File: src/rtl/stack_pkg.sv
// -----------------------------------------------------------------------------
// stack_pkg
// Shared types and defaults for the memory-stage stack engine.
//   - op_e        : the single memory operation selected in a cycle
//   - pop_kind_e  : which restore register a pop's read data is destined for
//   - DEF_*       : default widths and the empty-stack SP value
//   - op_is_push / op_is_pop : classify an op for the stack pointer
// -----------------------------------------------------------------------------
package stack_pkg;

    localparam int              DEF_DATA_W   = 16;
    localparam int              DEF_ADDR_W   = 12;
    localparam logic [11:0]     DEF_SP_RESET = 12'hFFF;

    typedef enum logic [3:0] {
        OP_IDLE,
        OP_PUSH_PC_HI,
        OP_PUSH_PC_LO,
        OP_PUSH_CCR,
        OP_PUSH_GEN,
        OP_POP_CCR,
        OP_POP_PC_LO,
        OP_POP_PC_HI,
        OP_POP_GEN,
        OP_LOAD,
        OP_STORE
    } op_e;

    typedef enum logic [1:0] {
        POP_NONE,
        POP_CCR,
        POP_PC_LO,
        POP_PC_HI
    } pop_kind_e;

    function automatic logic op_is_push(input op_e op);
        return (op inside {OP_PUSH_PC_HI, OP_PUSH_PC_LO, OP_PUSH_CCR, OP_PUSH_GEN});
    endfunction

    function automatic logic op_is_pop(input op_e op);
        return (op inside {OP_POP_CCR, OP_POP_PC_LO, OP_POP_PC_HI, OP_POP_GEN});
    endfunction

endpackage

File: src/rtl/stack_pointer.sv
// -----------------------------------------------------------------------------
// stack_pointer
// Owns the stack pointer. The stack grows downward: a push writes at SP and
// then decrements (post-decrement), a pop reads at SP+1 and increments
// (pre-increment). Pushing at SP==0 or popping at the empty value sets a
// sticky error flag that only reset clears.
// Ports:
//   clk, rst     : clock, asynchronous active-high reset
//   i_push       : push issued this cycle (mutually exclusive with i_pop)
//   i_pop        : pop issued this cycle
//   o_sp         : current SP (registered)
//   o_sp_up      : pop address for this cycle (SP+1, wrapping to 0 on underflow)
//   o_ovf, o_unf : sticky overflow / underflow flags
// -----------------------------------------------------------------------------
module stack_pointer #(
    parameter int                ADDR_W   = 12,
    parameter logic [ADDR_W-1:0] SP_RESET = {ADDR_W{1'b1}}
) (
    input  logic              clk,
    input  logic              rst,
    input  logic              i_push,
    input  logic              i_pop,
    output logic [ADDR_W-1:0] o_sp,
    output logic [ADDR_W-1:0] o_sp_up,
    output logic              o_ovf,
    output logic              o_unf
);

    logic [ADDR_W-1:0] r_sp;
    logic              r_ovf;
    logic              r_unf;

    logic              w_at_empty;
    logic              w_at_bottom;
    logic [ADDR_W-1:0] w_sp_up;
    logic [ADDR_W-1:0] w_sp_down;

    always_comb begin
        w_at_empty  = (r_sp == SP_RESET);
        w_at_bottom = (r_sp == '0);
        // Popping an empty stack wraps to address 0 regardless of SP_RESET.
        w_sp_up     = w_at_empty ? '0 : (r_sp + ADDR_W'(1));
        // Pushing at 0 wraps naturally to all-ones.
        w_sp_down   = r_sp - ADDR_W'(1);
    end

    always_ff @(posedge clk or posedge rst) begin
        if (rst) begin
            r_sp  <= SP_RESET;
            r_ovf <= 1'b0;
            r_unf <= 1'b0;
        end else if (i_push) begin
            r_sp <= w_sp_down;
            if (w_at_bottom) r_ovf <= 1'b1;
        end else if (i_pop) begin
            r_sp <= w_sp_up;
            if (w_at_empty) r_unf <= 1'b1;
        end
    end

    assign o_sp    = r_sp;
    assign o_sp_up = w_sp_up;
    assign o_ovf   = r_ovf;
    assign o_unf   = r_unf;

endmodule

File: src/rtl/stack_mem_unit.sv
// -----------------------------------------------------------------------------
// stack_mem_unit
// Memory-stage stack engine. Selects one memory access per cycle from the
// control-unit strobes, drives the data-memory address/data/enables, and
// reassembles PC (two 16-bit halves) and CCR values popped off the stack.
// Ports:
//   clk, rst                         : clock, asynchronous active-high reset
//   stack, MemR, MemWR               : generic stack / memory strobes
//   pc_to_stack_1/2, ccr_to_stack    : interrupt/call push strobes
//   pop_ccr, pop_pc2, pop_pc1        : rti/ret pop strobes
//   alu_result, store_data, pc, ccr  : address and data sources
//   mem_rdata                        : synchronous read data (one cycle late)
//   mem_addr, mem_wdata, mem_we, mem_re : combinational memory interface
//   sp                               : current stack pointer
//   pc_restore(_valid)               : popped 32-bit PC + one-cycle pulse
//   ccr_restore(_valid)              : popped flags + one-cycle pulse
//   stack_ovf, stack_unf             : sticky stack error flags
// -----------------------------------------------------------------------------
module stack_mem_unit
    import stack_pkg::*;
#(
    parameter int                DATA_W   = DEF_DATA_W,
    parameter int                ADDR_W   = DEF_ADDR_W,
    parameter logic [ADDR_W-1:0] SP_RESET = {ADDR_W{1'b1}}
) (
    input  logic              clk,
    input  logic              rst,
    input  logic              stack,
    input  logic              MemR,
    input  logic              MemWR,
    input  logic              pc_to_stack_1,
    input  logic              pc_to_stack_2,
    input  logic              ccr_to_stack,
    input  logic              pop_ccr,
    input  logic              pop_pc2,
    input  logic              pop_pc1,
    input  logic [ADDR_W-1:0] alu_result,
    input  logic [DATA_W-1:0] store_data,
    input  logic [31:0]       pc,
    input  logic [2:0]        ccr,
    input  logic [DATA_W-1:0] mem_rdata,
    output logic [ADDR_W-1:0] mem_addr,
    output logic [DATA_W-1:0] mem_wdata,
    output logic              mem_we,
    output logic              mem_re,
    output logic [ADDR_W-1:0] sp,
    output logic [31:0]       pc_restore,
    output logic              pc_restore_valid,
    output logic [2:0]        ccr_restore,
    output logic              ccr_restore_valid,
    output logic              stack_ovf,
    output logic              stack_unf
);

    op_e               w_op;
    logic              w_push;
    logic              w_pop;
    logic [ADDR_W-1:0] w_sp;
    logic [ADDR_W-1:0] w_sp_up;

    // Low PC half held from the pc_to_stack_1 cycle so both pushed halves
    // belong to the same PC even if the pipeline moves pc in between.
    logic [15:0]       r_pc_lo_latch;
    pop_kind_e         r_pop_kind;
    logic [15:0]       r_pc_lo_q;
    logic [31:0]       r_pc_restore;
    logic              r_pc_valid;
    logic [2:0]        r_ccr_restore;
    logic              r_ccr_valid;

    // ---------------------------------------------------------------- op select
    always_comb begin
        w_op = OP_IDLE;
        if      (ccr_to_stack)     w_op = OP_PUSH_CCR;
        else if (pc_to_stack_2)    w_op = OP_PUSH_PC_LO;
        else if (pc_to_stack_1)    w_op = OP_PUSH_PC_HI;
        else if (pop_ccr)          w_op = OP_POP_CCR;
        else if (pop_pc2)          w_op = OP_POP_PC_LO;
        else if (pop_pc1)          w_op = OP_POP_PC_HI;
        else if (stack && MemWR)   w_op = OP_PUSH_GEN;
        else if (stack && MemR)    w_op = OP_POP_GEN;
        else if (MemWR)            w_op = OP_STORE;
        else if (MemR)             w_op = OP_LOAD;
    end

    assign w_push = op_is_push(w_op);
    assign w_pop  = op_is_pop(w_op);

    stack_pointer #(
        .ADDR_W   (ADDR_W),
        .SP_RESET (SP_RESET)
    ) u_stack_pointer (
        .clk     (clk),
        .rst     (rst),
        .i_push  (w_push),
        .i_pop   (w_pop),
        .o_sp    (w_sp),
        .o_sp_up (w_sp_up),
        .o_ovf   (stack_ovf),
        .o_unf   (stack_unf)
    );

    // ---------------------------------------------------- address / data muxes
    always_comb begin
        mem_addr  = w_sp;
        mem_wdata = '0;
        mem_we    = 1'b0;
        mem_re    = 1'b0;
        case (w_op)
            OP_PUSH_PC_HI: begin
                mem_wdata = DATA_W'(pc[31:16]);
                mem_we    = 1'b1;
            end
            OP_PUSH_PC_LO: begin
                mem_wdata = DATA_W'(r_pc_lo_latch);
                mem_we    = 1'b1;
            end
            OP_PUSH_CCR: begin
                mem_wdata = DATA_W'(ccr);
                mem_we    = 1'b1;
            end
            OP_PUSH_GEN: begin
                mem_wdata = store_data;
                mem_we    = 1'b1;
            end
            OP_POP_CCR, OP_POP_PC_LO, OP_POP_PC_HI, OP_POP_GEN: begin
                mem_addr  = w_sp_up;
                mem_re    = 1'b1;
            end
            OP_STORE: begin
                mem_addr  = alu_result;
                mem_wdata = store_data;
                mem_we    = 1'b1;
            end
            OP_LOAD: begin
                mem_addr  = alu_result;
                mem_re    = 1'b1;
            end
            default: ;
        endcase
        // No memory side effects while the engine is held in reset.
        if (rst) begin
            mem_we = 1'b0;
            mem_re = 1'b0;
        end
    end

    // ------------------------------------------------------------- PC latch
    always_ff @(posedge clk or posedge rst) begin
        if (rst) begin
            r_pc_lo_latch <= '0;
        end else if (w_op == OP_PUSH_PC_HI) begin
            r_pc_lo_latch <= pc[15:0];
        end
    end

    // ------------------------------------------------------ pop tracker
    // Remembers what the pop issued this cycle was for, so the read data that
    // arrives next cycle can be steered to the right restore register.
    always_ff @(posedge clk or posedge rst) begin
        if (rst) begin
            r_pop_kind <= POP_NONE;
        end else begin
            case (w_op)
                OP_POP_CCR:   r_pop_kind <= POP_CCR;
                OP_POP_PC_LO: r_pop_kind <= POP_PC_LO;
                OP_POP_PC_HI: r_pop_kind <= POP_PC_HI;
                default:      r_pop_kind <= POP_NONE;
            endcase
        end
    end

    // --------------------------------------------------- restore registers
    always_ff @(posedge clk or posedge rst) begin
        if (rst) begin
            r_pc_lo_q     <= '0;
            r_pc_restore  <= '0;
            r_pc_valid    <= 1'b0;
            r_ccr_restore <= '0;
            r_ccr_valid   <= 1'b0;
        end else begin
            r_pc_valid  <= 1'b0;
            r_ccr_valid <= 1'b0;
            case (r_pop_kind)
                POP_PC_LO: r_pc_lo_q <= mem_rdata[15:0];
                POP_PC_HI: begin
                    r_pc_restore <= {mem_rdata[15:0], r_pc_lo_q};
                    r_pc_valid   <= 1'b1;
                end
                POP_CCR: begin
                    r_ccr_restore <= mem_rdata[2:0];
                    r_ccr_valid   <= 1'b1;
                end
                default: ;
            endcase
        end
    end

    assign sp                = w_sp;
    assign pc_restore        = r_pc_restore;
    assign pc_restore_valid  = r_pc_valid;
    assign ccr_restore       = r_ccr_restore;
    assign ccr_restore_valid = r_ccr_valid;

endmodule

File: config.mk
export PLATFORM = sky130hd
export DESIGN_NAME = stack_mem_unit
export DESIGN_NICKNAME = d
export VERILOG_FILES = /design/src/rtl/stack_pkg.sv /design/src/rtl/stack_pointer.sv /design/src/rtl/stack_mem_unit.sv
export SDC_FILE = /design/constraint.sdc
export NUM_CORES = 1
export LEC_CHECK = 0
export BUFFER_PORTS_ARGS = -buffer_cell sky130_fd_sc_hd__buf_2
export CAP_MARGIN = 20
export CORE_ASPECT_RATIO = 1.5
export CORE_MARGIN = 4
export CORE_UTILIZATION = 43
export DETAILED_ROUTE_END_ITERATION = 7
export PLACE_DENSITY = 0.72
export RECOVER_POWER = 25
export SLEW_MARGIN = 20
export SYNTH_ARGS = -nofsm -noshare
export SYNTH_HDL_FRONTEND = slang
export SYNTH_SLANG_ARGS = --single-unit
File: constraint.sdc
create_clock -name clk -period 3.1 [get_ports clk]
set_input_delay 0.31 -clock clk [delete_from_list [all_inputs] [get_ports clk]]
set_output_delay 0.31 -clock clk [all_outputs]
set_load 0.02 [all_outputs]
==> key figures, run 1 <==
Run status
  – Status: finished with violations
  – Failing checks: max-capacitance violations, max-slew violations

Drt
  – Drt total wl: roughly 12 mm
  – DR iter-0 viols: around 170
  – Antenna-violating nets left: 0
  – Drt wl/cell: 17.6 um
  – Pre-Repair DR Iteration Count: 5
  – Vias: 3907
  – # DRC: 0
  – Via density: 5.70

Setup path
  – FF-to-FF path depth: 6
  – Critical Path Sink: mem_addr[3]
  – Reg2reg setup slack: 840 ps
  – FF-to-FF End: u_stack_pointer.o_sp[9]$_DFFE_PP1P_
  – Kind of critical path: reg2out
  – Critical path fanouts, max: 10
  – Critical Path Source Type: register
  – Critical path data required time: 2790 ps
  – Worst Path Arrival: between 2000 and 3000 ps
  – FF-to-FF Start: u_stack_pointer.o_sp[0]$_DFFE_PP1P_
  – Critical Path Sink Type: primary output
  – Critical Path Source: u_stack_pointer.o_sp[0]$_DFFE_PP1P_

STA
  – Endpoints failing setup: 0
  – Fin. max-slew vios: between 80 and 90
  – Unrepaired setup endpoints after global routing: no
  – Clock skew: 5.09 ps
  – Max Clk Rate: ~340 MHz
  – Final Hold Viols: 0
  – Period Utilization, post-route: 93.6%
  – Worst slew margin: -41.0%
  – Least-Margin Pin Slew: 2120 ps
  – Minimum clock period: between 2000 and 3000 ps
  – Setup TNS: 0 ps
  – Final worst slack: 198 ps

CTS
  – Clock latency on the worst-skew pair: 330 ps
  – Number of CTS-inserted buffers: 9
  – Clock Sinks: 85
  – CTS tree: built
  – CTS Buffer Depth: 2
  – Post-cts resize count: 0
  – Clk root buf: clkbuf_16
  – Postcts setup bufs: 0
  – Clock Pin Slew Worst Setup and Hold Paths: 70 ps
  – Hold Buf Count CTS: 0
  – CTS H-tree depth: 3

Die
  – Row cnt: 45
  – Die width: 90.7 um
  – Initial Utilization: 43.8%
  – # IOs: around 170
  – Die Footprint: 12000 um^2
  – Core Footprint: 10100 um^2
  – Die Ht: 132 um

Place
  – Hpwl dp: between 9 and 10 mm
  – DP Worst Slack: 390 ps
  – Routability Congestion: 0.889
  – Port buffer count: 170

Hold path
  – Worst hold path type: in2reg

Final layout
  – Area delta synth->final: 27.8%
  – Antenna Cells: 0
  – Commonest cells after routing, fill and taps aside: buf_2 (169), dfrtp_1 (73), mux2_2 (51)
  – Layout fillers: 896
  – Register cell area after layout: 2140 um^2
  – Utilization after layout: 56.0%
  – Multi-input gate area: 2120 um^2
  – Layout cells sized above 1: 47.5%
  – Final nets: 656
  – Most common cell after layout, fill and taps aside: buf_2

Synthesis
  – Cells after synthesis: 397
  – Largest family of logic cells by synthesized area: multiplexers
  – Number of synthesized flops with an enable pin: 0
  – Cell Area, Synth: between 4000 and 5000 um^2
  – Dominant synthesized flop cell: dfrtp_1
  – Async SR Flop Fraction: between 90% and 100%
  – Sequential share of the synthesized area: 48.5%
  – XOR/XNOR share of the synthesized area: 1.19%
  – Mean Syn Cell Area: 11.1 um^2
  – Yosys reg bits: 85
  – Mux cell area share after synthesis: 17.3%
  – Post-Synth Simple-Gate Area: 13.1%
  – Ys Warns: 0
  – Syn Nets: 490
  – Synth Area in Adders: less than 1%
  – Synth Area in Compound Gates: 15.3%
  – Count of cell types in the netlist: between 60 and 70

Global routing
  – First-pass GRT wire length: between 15 and 20 mm
  – GRT Util Overall: 20.0%
  – Vias in the first global route: slightly below 4000
  – Largest net degree at the start of global routing: 86
  – Grt ovf: 0
  – Initial antenna violation count: 0

Pwr
  – Total power: between 4 and 5 mW
  – Pwr dens: ~700 nW/um^2
  – Max rail drop VDD: about 0.5 mV
  – P_leak: 2.84 nW

Flow run
  – # Max-Cap Violations: 1
[critical path: stages, from the launching register on]
cell,delay [ps]
dfstp_2,640
ha_1,260
nand3_1,250
nor4_4,320
buf_4,200
nor3_1,60
nor3b_1,220
o21ai_0,130
buf_2,170
[layout make-up]
type | count | share of cell area [%]
Sequential cell | 85 | 38.0
Multi-Input combinational cell | 277 | 37.5
Timing Repair Buffer | 180 | 16.3
Clock buffer | 10 | 4.06
Tap cell | 117 | 2.59
Clock inverter | 6 | 0.821
Inverter | 10 | 0.688
[flip-flops by register name, summed over array words and instances (netlist names)]
name	cells
ccr_restore	3
ccr_restore_valid	1
pc_restore	32
pc_restore_valid	1
r_pc_lo_latch	16
r_pc_lo_q	16
r_pop_kind	2
u_stack_pointer.o_ovf	1
u_stack_pointer.o_sp	12
u_stack_pointer.o_unf	1
[layer usage]
layer  track usage (%)  routed length [um]  vias up
met4              7.50                 242        0
li1                  -                   -     1797
met3              3.83                 732       17
met1              25.5                4920     1917
met5                 0                   0        -
met2              33.7                6130      176
[how the worst min path moves through the flow]
| stage | from | to | slack, ps | cells past startpoint |
|---|---|---|---|---|
| after floorplan | pc[0] | r_pc_lo_latch[0]$_DFFE_PP0N_ | 440 | 1 |
| after global placement | u_stack_pointer.o_unf$_DFFE_PP0P_ | u_stack_pointer.o_unf$_DFFE_PP0P_ | 450 | 1 |
| after detailed placement | u_stack_pointer.o_unf$_DFFE_PP0P_ | u_stack_pointer.o_unf$_DFFE_PP0P_ | 450 | 1 |
| after CTS | pc[5] | r_pc_lo_latch[5]$_DFFE_PP0N_ | 180 | 2 |
| after global routing | pc[5] | r_pc_lo_latch[5]$_DFFE_PP0N_ | 180 | 2 |
| final | pc[5] | r_pc_lo_latch[5]$_DFFE_PP0N_ | 190 | 2 |
[cell usage after synthesis (all sizes together), types with 4 or more instances]
library cell / n / area [um^2]
or3: 4 / 25.0
xnor2: 5 / 43.8
nand3: 8 / 40.0
nor3: 17 / 100
buf: 17 / 95.1
dfstp: 12 / 315
nand2: 31 / 116
o21ai: 13 / 65.1
a221o: 4 / 40.0
a21oi: 15 / 78.8
clkbuf: 8 / 30.0
nor4: 4 / 31.3
a21o: 15 / 113
inv: 10 / 37.5
a31oi: 4 / 31.3
mux2: 67 / 754
dfrtp: 73 / 1830
a211oi: 4 / 35.0
a22o: 14 / 123
nor2: 22 / 85.1
[stage by stage]
| stage | instances | hold WS, ps | cell area (um^2) |
|---|---|---|---|
| 2_1_floorplan | 397 | 445 | 4410 |
| 3_3_place_gp | 669 | 445 | 5360 |
| 3_5_place_dp | 669 | 451 | 5360 |
| 4_1_cts | 685 | 182 | 5640 |
| 5_1_grt | 685 | 181 | 5640 |
| 6_report | 685 | 191 | 5640 |
[report_power, final]
part,switching (mW),internal (mW),total [mW]
Sequential,0.295,1.43,1.73
Clock,0.440,0.549,0.989
Combinational,0.779,0.566,1.35
Total,1.51,2.55,4.06
[cell families (layout without fill, tap and decap cells)]
kind of cell    after synthesis  in the layout
xor+xnor                      6              6
simple gates                108            108
buf+inv                      35            206
mux                          68             68
fa+ha+maj                     3              3
compound gates               92             92
flops                        85             85
Note: power is estimated with default switching activity, not from simulation.
==> inputs of run 2 (changes only) <==
--- a/config.mk
+++ b/config.mk
@@ -9,9 +9,8 @@
 export CAP_MARGIN = 20
 export CORE_ASPECT_RATIO = 1.5
 export CORE_MARGIN = 4
-export CORE_UTILIZATION = 43
+export CORE_UTILIZATION = 30
 export DETAILED_ROUTE_END_ITERATION = 7
-export PLACE_DENSITY = 0.72
 export RECOVER_POWER = 25
 export SLEW_MARGIN = 20
 export SYNTH_ARGS = -nofsm -noshare
==> run 2 against run 1 <==
  * The flow still finishes with violations (max-capacitance violations, max-slew violations)
  * Non-clock buffer count shrank 3
  * Final cell count is 11% higher
  * Wire length grew 1.1%
  * Hold slack got worse by 140 ps
  * Global-route usage fell by 5.9 points
  * Setup slack improved by 60 ps
  * Via count down 1.8%
  * Cell area up 1.7%
  * Sequential power about the same
  * Clock power rose by 9%
  * Fmax up 2.1%
  * Critical endpoint is now mem_addr[9]
==> key figures, run 2 (synthesis results as in run 1) <==
Run status
  – Status: finished with violations
  – Failing checks: max-capacitance violations, max-slew violations

Drt
  – DR iter-0 viols: 223 (+29%)
  – Drt wl/cell: 16.0 um (-9.0%)
  – Antenna-violating nets left: 0 (unchanged)
  – Via density: 5.04 (-12%)
  – Drt total wl: 12.2 mm (+1.1%)
  – Pre-Repair DR Iteration Count: 5 (unchanged)
  – # DRC: 0 (unchanged)
  – Vias: 3838 (-1.8%)

Final layout
  – Layout fillers: 1479 (+65%)
  – Most common cell after layout, fill and taps aside: buf_2
  – Area delta synth->final: 30.0%
  – Register cell area after layout: 2140 um^2 (unchanged)
  – Fin cells: 761 (+11%)
  – Max reg flops: 32 (unchanged)
  – Final instance area: 5740 um^2 (+1.7%)
  – Antenna Cells: 0 (unchanged)
  – Layout cells sized above 1: 42.7% (-4.9 points)
  – Multi-input gate area: 2120 um^2 (unchanged)
  – Final nets: 653 (-0.46%)
  – Commonest cells after routing, fill and taps aside: buf_2 (143), dfrtp_1 (73), mux2_2 (51)

CTS
  – Number of CTS-inserted buffers: 9 (unchanged)
  – Postcts setup bufs: 0 (unchanged)
  – Clock Pin Slew Worst Setup and Hold Paths: 80 ps (about the same)
  – CTS H-tree depth: 3 (unchanged)
  – CTS Buffer Depth: 2 (unchanged)
  – CTS tree: built
  – Clk root buf: clkbuf_16
  – Clock latency on the worst-skew pair: 340 ps (about the same)
  – Clock Sinks: 85 (unchanged)

Place
  – Cells after DPL: 745 (+11%)
  – Dpl cell area: 5450 um^2 (+1.7%)
  – Routability Congestion: 0.872 (-1.8%)
  – Port buffer count: 170 (unchanged)
  – Hpwl dp: 9.33 mm (+2.9%)

Setup path
  – Critical Path Sink Type: primary output
  – Crit path max-delay family: simple AND/OR/NAND/NOR gates
  – Critical Path Source Type: register
  – WP buf/inv: 1 (-1)
  – Critical path data required time: 2790 ps (about the same)
  – Kind of critical path: reg2out
  – Slowest CP cell: dfstp_2
  – Crit-path cells: ha_1 > nand3_1 > nor4_4 > nor2_2 > a32oi_1 > o211ai_1 > buf_2
  – FF-to-FF path depth: 3 (-3)
  – Slowest stage delay, CP: 630 ps (about the same)
  – Worst Path Arrival: 2530 ps (-60 ps)
  – WP depth: 7 (-1)
  – Critical path fanouts, max: 10 (unchanged)

Pwr
  – Pwr dens: 722 nW/um^2 (+0.26%)
  – Total power: 4.14 mW (+2.0%)
  – Max rail drop VDD: 0.407 mV (-18%)
  – P_leak: 2.76 nW (-2.6%)

STA
  – Unrepaired setup endpoints after global routing: no
  – Minimum clock period: 2840 ps (-60.0 ps)
  – Period Utilization, post-route: 91.7% (-1.9 points)
  – Final Hold Viols: 0 (unchanged)
  – Clock skew: 10.6 ps (+5.51 ps)
  – Endpoints failing setup: 0 (unchanged)
  – Setup TNS: 0 ps (unchanged)
  – Final hold slack: 45.8 ps (-145 ps)
  – Worst slew margin: -16.9% (+24 points)
  – Least-Margin Pin Slew: 1750 ps (-362 ps)
  – Max Clk Rate: 352 MHz (+2.1%)
  – Fin. max-slew vios: 34 (-60%)

Global routing
  – First-pass GRT wire length: 19.1 mm (-2.8%)
  – GRT Util Overall: 14.2% (-5.9 points)
  – Grt ovf: 0 (unchanged)
  – Largest net degree at the start of global routing: 52 (-40%)
  – Vias in the first global route: 3816 (-2.7%)
  – Initial antenna violation count: 0 (unchanged)

Die
  – Row cnt: 54 (+20%)
  – Die Ht: 157 um (+19%)
  – Initial Utilization: 30.5% (-13 points)
  – Core Footprint: 14500 um^2 (+43%)
  – Die width: 107 um (+18%)
  – Die Footprint: 16800 um^2 (+40%)
  – # IOs: 171 (unchanged)

Flow run
  – # Max-Cap Violations: 1 (unchanged)

Hold path
  – Worst hold path type: in2async
-- run 2: changes by cell type in the layout (fill, tap and decap cells not counted), sizes merged --
| cell | before | now |
|---|---|---|
| clkinvlp | 3 | 0 |
| clkinv | 2 | 6 |
| clkbuf | 12 | 37 |
| buf | 178 | 149 |
-- run 2: what timing repair did --
item / CTS / global route
hold buffers: 0 / 0
gates resized for setup: 0 / 1
endpoints found under the setup margin: 0 / 4
-- run 2: metrics by stage --
stage                     worst slack [ps]  utilization (%)
final                                  258             39.7
after global routing                  74.0             39.7
after CTS                             38.9             39.9
after detailed placement               428             37.7
after global placement                 509             37.7
after floorplan                       16.0                -
-- run 2: area by class of cell --
| class | count | area share (%) |
|---|---|---|
| tap | 196 | 4.27 |
| sequential | 85 | 37.3 |
| clock inverter | 7 | 1.59 |
| clock buffer | 9 | 3.92 |
| timing repair buffer | 177 | 15.3 |
| inverter | 10 | 0.676 |
| multi-input combinational | 277 | 36.9 |
-- run 2: final timing paths --
path                            slack [ps]                           endpoint                                 from
worst max register to register         810         pc_restore[10]$_DFFE_PP0P_              r_pop_kind[1]$_DFF_PP0_
min in group clk                       190      r_pc_lo_latch[13]$_DFFE_PP0N_                               pc[13]
worst min register to register         460  u_stack_pointer.o_unf$_DFFE_PP0P_    u_stack_pointer.o_unf$_DFFE_PP0P_
max in group asynchronous             1970           r_pc_lo_q[3]$_DFFE_PP0N_                                  rst
worst min-delay path                    50  u_stack_pointer.o_unf$_DFFE_PP0P_                                  rst
worst max-delay path                   260                        mem_addr[9]  u_stack_pointer.o_sp[0]$_DFFE_PP1P_
-- run 2: report_power, final --
group	switching [mW]	internal [mW]
registers	0.298	1.43
clock network	0.503	0.578
logic	0.782	0.550
total	1.58	2.56
-- run 2: metal layers --
layer,track usage [%],share of wire [%],vias up
li1,-,-,1786
met1,15.9,36,1868
met2,26.0,55,155
met3,2.39,6.1,29
met4,6.28,3.0,0
met5,0,0,-
==> inputs of run 3 (changes only) <==
--- a/config.mk
+++ b/config.mk
@@ -9,8 +9,9 @@
 export CAP_MARGIN = 20
 export CORE_ASPECT_RATIO = 1.5
 export CORE_MARGIN = 4
-export CORE_UTILIZATION = 30
+export CORE_UTILIZATION = 49
 export DETAILED_ROUTE_END_ITERATION = 7
+export PLACE_DENSITY_LB_ADDON = 0.05
 export RECOVER_POWER = 25
 export SLEW_MARGIN = 20
 export SYNTH_ARGS = -nofsm -noshare
==> run 3 against run 2 <==
  * The flow still finishes with violations (max-capacitance violations, max-slew violations)
  * Cell area fell by 1.6%
  * Clock-buffer cell count increased by 2
  * Die area down 37%
  * Sequential share of layout area grew 0.61 points
  * Wire length down 6.3%
  * Fmax about the same
  * Setup slack gained 2.2 ps
  * Clock skew shrank 5.9 ps
  * Critical endpoint is now mem_addr[3]
  * Largest power group unchanged
==> key figures, run 3 (synthesis results as in run 1) <==
CTS
  – Clock latency on the worst-skew pair: 330 ps (about the same)
  – CTS H-tree depth: 3 (unchanged)
  – Number of CTS-inserted buffers: 9 (unchanged)
  – Clk root buf: clkbuf_16
  – CTS tree: built
  – Clock Sinks: 85 (unchanged)
  – Clock Pin Slew Worst Setup and Hold Paths: 60 ps (-20 ps)
  – CTS Buffer Depth: 2 (unchanged)

Final layout
  – Most common cell after layout, fill and taps aside: buf_2
  – Max reg flops: 32 (unchanged)
  – Area delta synth->final: 27.9%
  – Commonest cells after routing, fill and taps aside: buf_2 (146), dfrtp_1 (73), mux2_2 (51)
  – Layout cells sized above 1: 43.5% (+0.85 points)
  – Final instance area: 5650 um^2 (-1.6%)
  – Antenna Cells: 0 (unchanged)
  – Final nets: 658 (+0.77%)
  – Fin cells: 680 (-11%)

Drt
  – Via density: 5.51 (+9.2%)
  – Pre-Repair DR Iteration Count: 4 (-1)
  – # DRC: 0 (unchanged)
  – Drt wl/cell: 16.8 um (+4.8%)
  – DR iter-0 viols: 109 (-51%)
  – Drt total wl: 11.4 mm (-6.3%)
  – Antenna-violating nets left: 0 (unchanged)
  – Vias: 3744 (-2.4%)

Setup path
  – Kind of critical path: reg2out
  – Critical path data required time: 2790 ps (about the same)
  – Slowest stage delay, CP: 630 ps (about the same)
  – Critical Path Sink Type: primary output
  – FF-to-FF path depth: 3 (unchanged)
  – Crit-path cells: ha_1 > nand3_1 > nor4_4 > buf_4 > nor3_1 > nor3b_1 > o21ai_0 > buf_2
  – Critical Path Source Type: register
  – Slowest CP cell: dfstp_2
  – Critical path fanouts, max: 10 (unchanged)
  – Worst Path Arrival: 2530 ps (about the same)

Hold path
  – Hold Path Cell Cnt: 2
  – Worst hold path type: in2reg

Pwr
  – Max rail drop VDD: 0.496 mV (+22%)
  – Pwr dens: 725 nW/um^2 (+0.45%)
  – P_leak: 2.78 nW (+0.58%)

STA
  – Worst slew margin: -41.0% (-24 points)
  – Clock skew: 4.68 ps (-5.92 ps)
  – Fin. max-slew vios: 73 (+110%)
  – Setup TNS: 0 ps (unchanged)
  – Least-Margin Pin Slew: 2110 ps (+362 ps)
  – Minimum clock period: 2840 ps (-2.23 ps)
  – Max Clk Rate: 352 MHz (about the same)
  – Period Utilization, post-route: 91.6% (about the same)
  – Final Hold Viols: 0 (unchanged)
  – Endpoints failing setup: 0 (unchanged)
  – Unrepaired setup endpoints after global routing: no
  – Final worst slack: 260 ps (+2.23 ps)

Global routing
  – Vias in the first global route: 3823 (+0.18%)
  – Largest net degree at the start of global routing: 49 (-5.8%)
  – Initial antenna violation count: 0 (unchanged)
  – First-pass GRT wire length: 18.4 mm (-3.7%)
  – GRT Util Overall: 21.7% (+7.5 points)
  – Grt ovf: 0 (unchanged)

Die
  – # IOs: 171 (unchanged)
  – Initial Utilization: 50.0% (+19 points)
  – Die Ht: 124 um (-21%)
  – Die width: 85.5 um (-20%)
  – Row cnt: 42 (-22%)
  – Core Footprint: 8830 um^2 (-39%)
  – Die Footprint: 10600 um^2 (-37%)

Place
  – Hpwl dp: 8.56 mm (-8.3%)
  – Cells after DPL: 662 (-11%)
  – Dpl cell area: 5370 um^2 (-1.6%)
  – Routability Congestion: 0.874 (+0.16%)
  – DP Worst Slack: 224 ps (-204 ps)
  – Port buffer count: 170 (unchanged)

Run status
  – Failing checks: max-capacitance violations, max-slew violations
  – Status: finished with violations

Flow run
  – # Max-Cap Violations: 2 (+1)
-- run 3: changes by cell type in the layout (fill, tap and decap cells not counted), sizes merged --
cell | previous run | this run
buf | 149 | 156
inv | 11 | 12
clkinv | 6 | 1
clkinvlp | 0 | 2
-- run 3: where the power goes --
part / switching, mW / total [mW] / internal, mW
Combinational: 0.770 / 1.33 / 0.556
Clock: 0.444 / 1.04 / 0.596
Sequential: 0.295 / 1.73 / 1.43
-- run 3: metrics by stage --
stage	utilization (%)	hold slack (ps)	total power, mW
2_1_floorplan	-	445	2.61
3_3_place_gp	60.8	450	3.06
3_5_place_dp	60.8	450	3.08
4_1_cts	64.2	114	4.14
5_1_grt	63.9	187	4.34
6_report	63.9	192	4.09
-- run 3: final timing paths --
| kind | slack, ps | endpoint | from |
|---|---|---|---|
| setup / recovery | 260 | mem_addr[3] | u_stack_pointer.o_sp[0]$_DFFE_PP1P_ |
| hold / removal | 190 | r_pc_lo_latch[9]$_DFFE_PP0N_ | pc[9] |
| setup reg to reg | 790 | pc_restore[5]$_DFFE_PP0P_ | r_pop_kind[1]$_DFF_PP0_ |
| hold reg to reg | 460 | u_stack_pointer.o_unf$_DFFE_PP0P_ | u_stack_pointer.o_unf$_DFFE_PP0P_ |
| max in group asynchronous | 780 | pc_restore[26]$_DFFE_PP0P_ | rst |
| min in group asynchronous | 780 | r_pc_lo_latch[8]$_DFFE_PP0N_ | rst |
-- run 3: layer usage --
metal / GRT usage (%) / wire, um / up-vias / share of wire [%]
met1: 25.4 / 4480 / 1796 / 39
met3: 3.98 / 707 / 20 / 6.2
li1: - / - / 1795 / -
met4: 10.5 / 277 / 0 / 2.4
met5: 0 / 0 / - / 0
met2: 37.4 / 5930 / 133 / 52
-- run 3: repair_timing --
action | in CTS | in global routing
hold buffers | 0 | 0
setup buffers | 0 | 2
gates resized for setup | 1 | 0
setup endpoints to repair | 3 | 5
pin swaps | 0 | 1
-- run 3: final cells by class --
class / count / area, um^2
repair buffers: 182 / 916
well taps: 110 / 138
clock buffers: 11 / 253
fillers: 753 / 3180
inverters: 10 / 38.8
multi-input cells: 277 / 2120
flip-flops and latches: 85 / 2140
clock inverters: 5 / 41.3
-- run 3: critical path: cells and delay by family, from the launching register on --
kind | cells | cell delay [ps]
AOI/OAI and AO/OA | 1 | 130
and+or+nand+nor | 4 | 790
adders and majority gates | 1 | 290
DFF | 1 | 630
buffers and inverters | 2 | 360
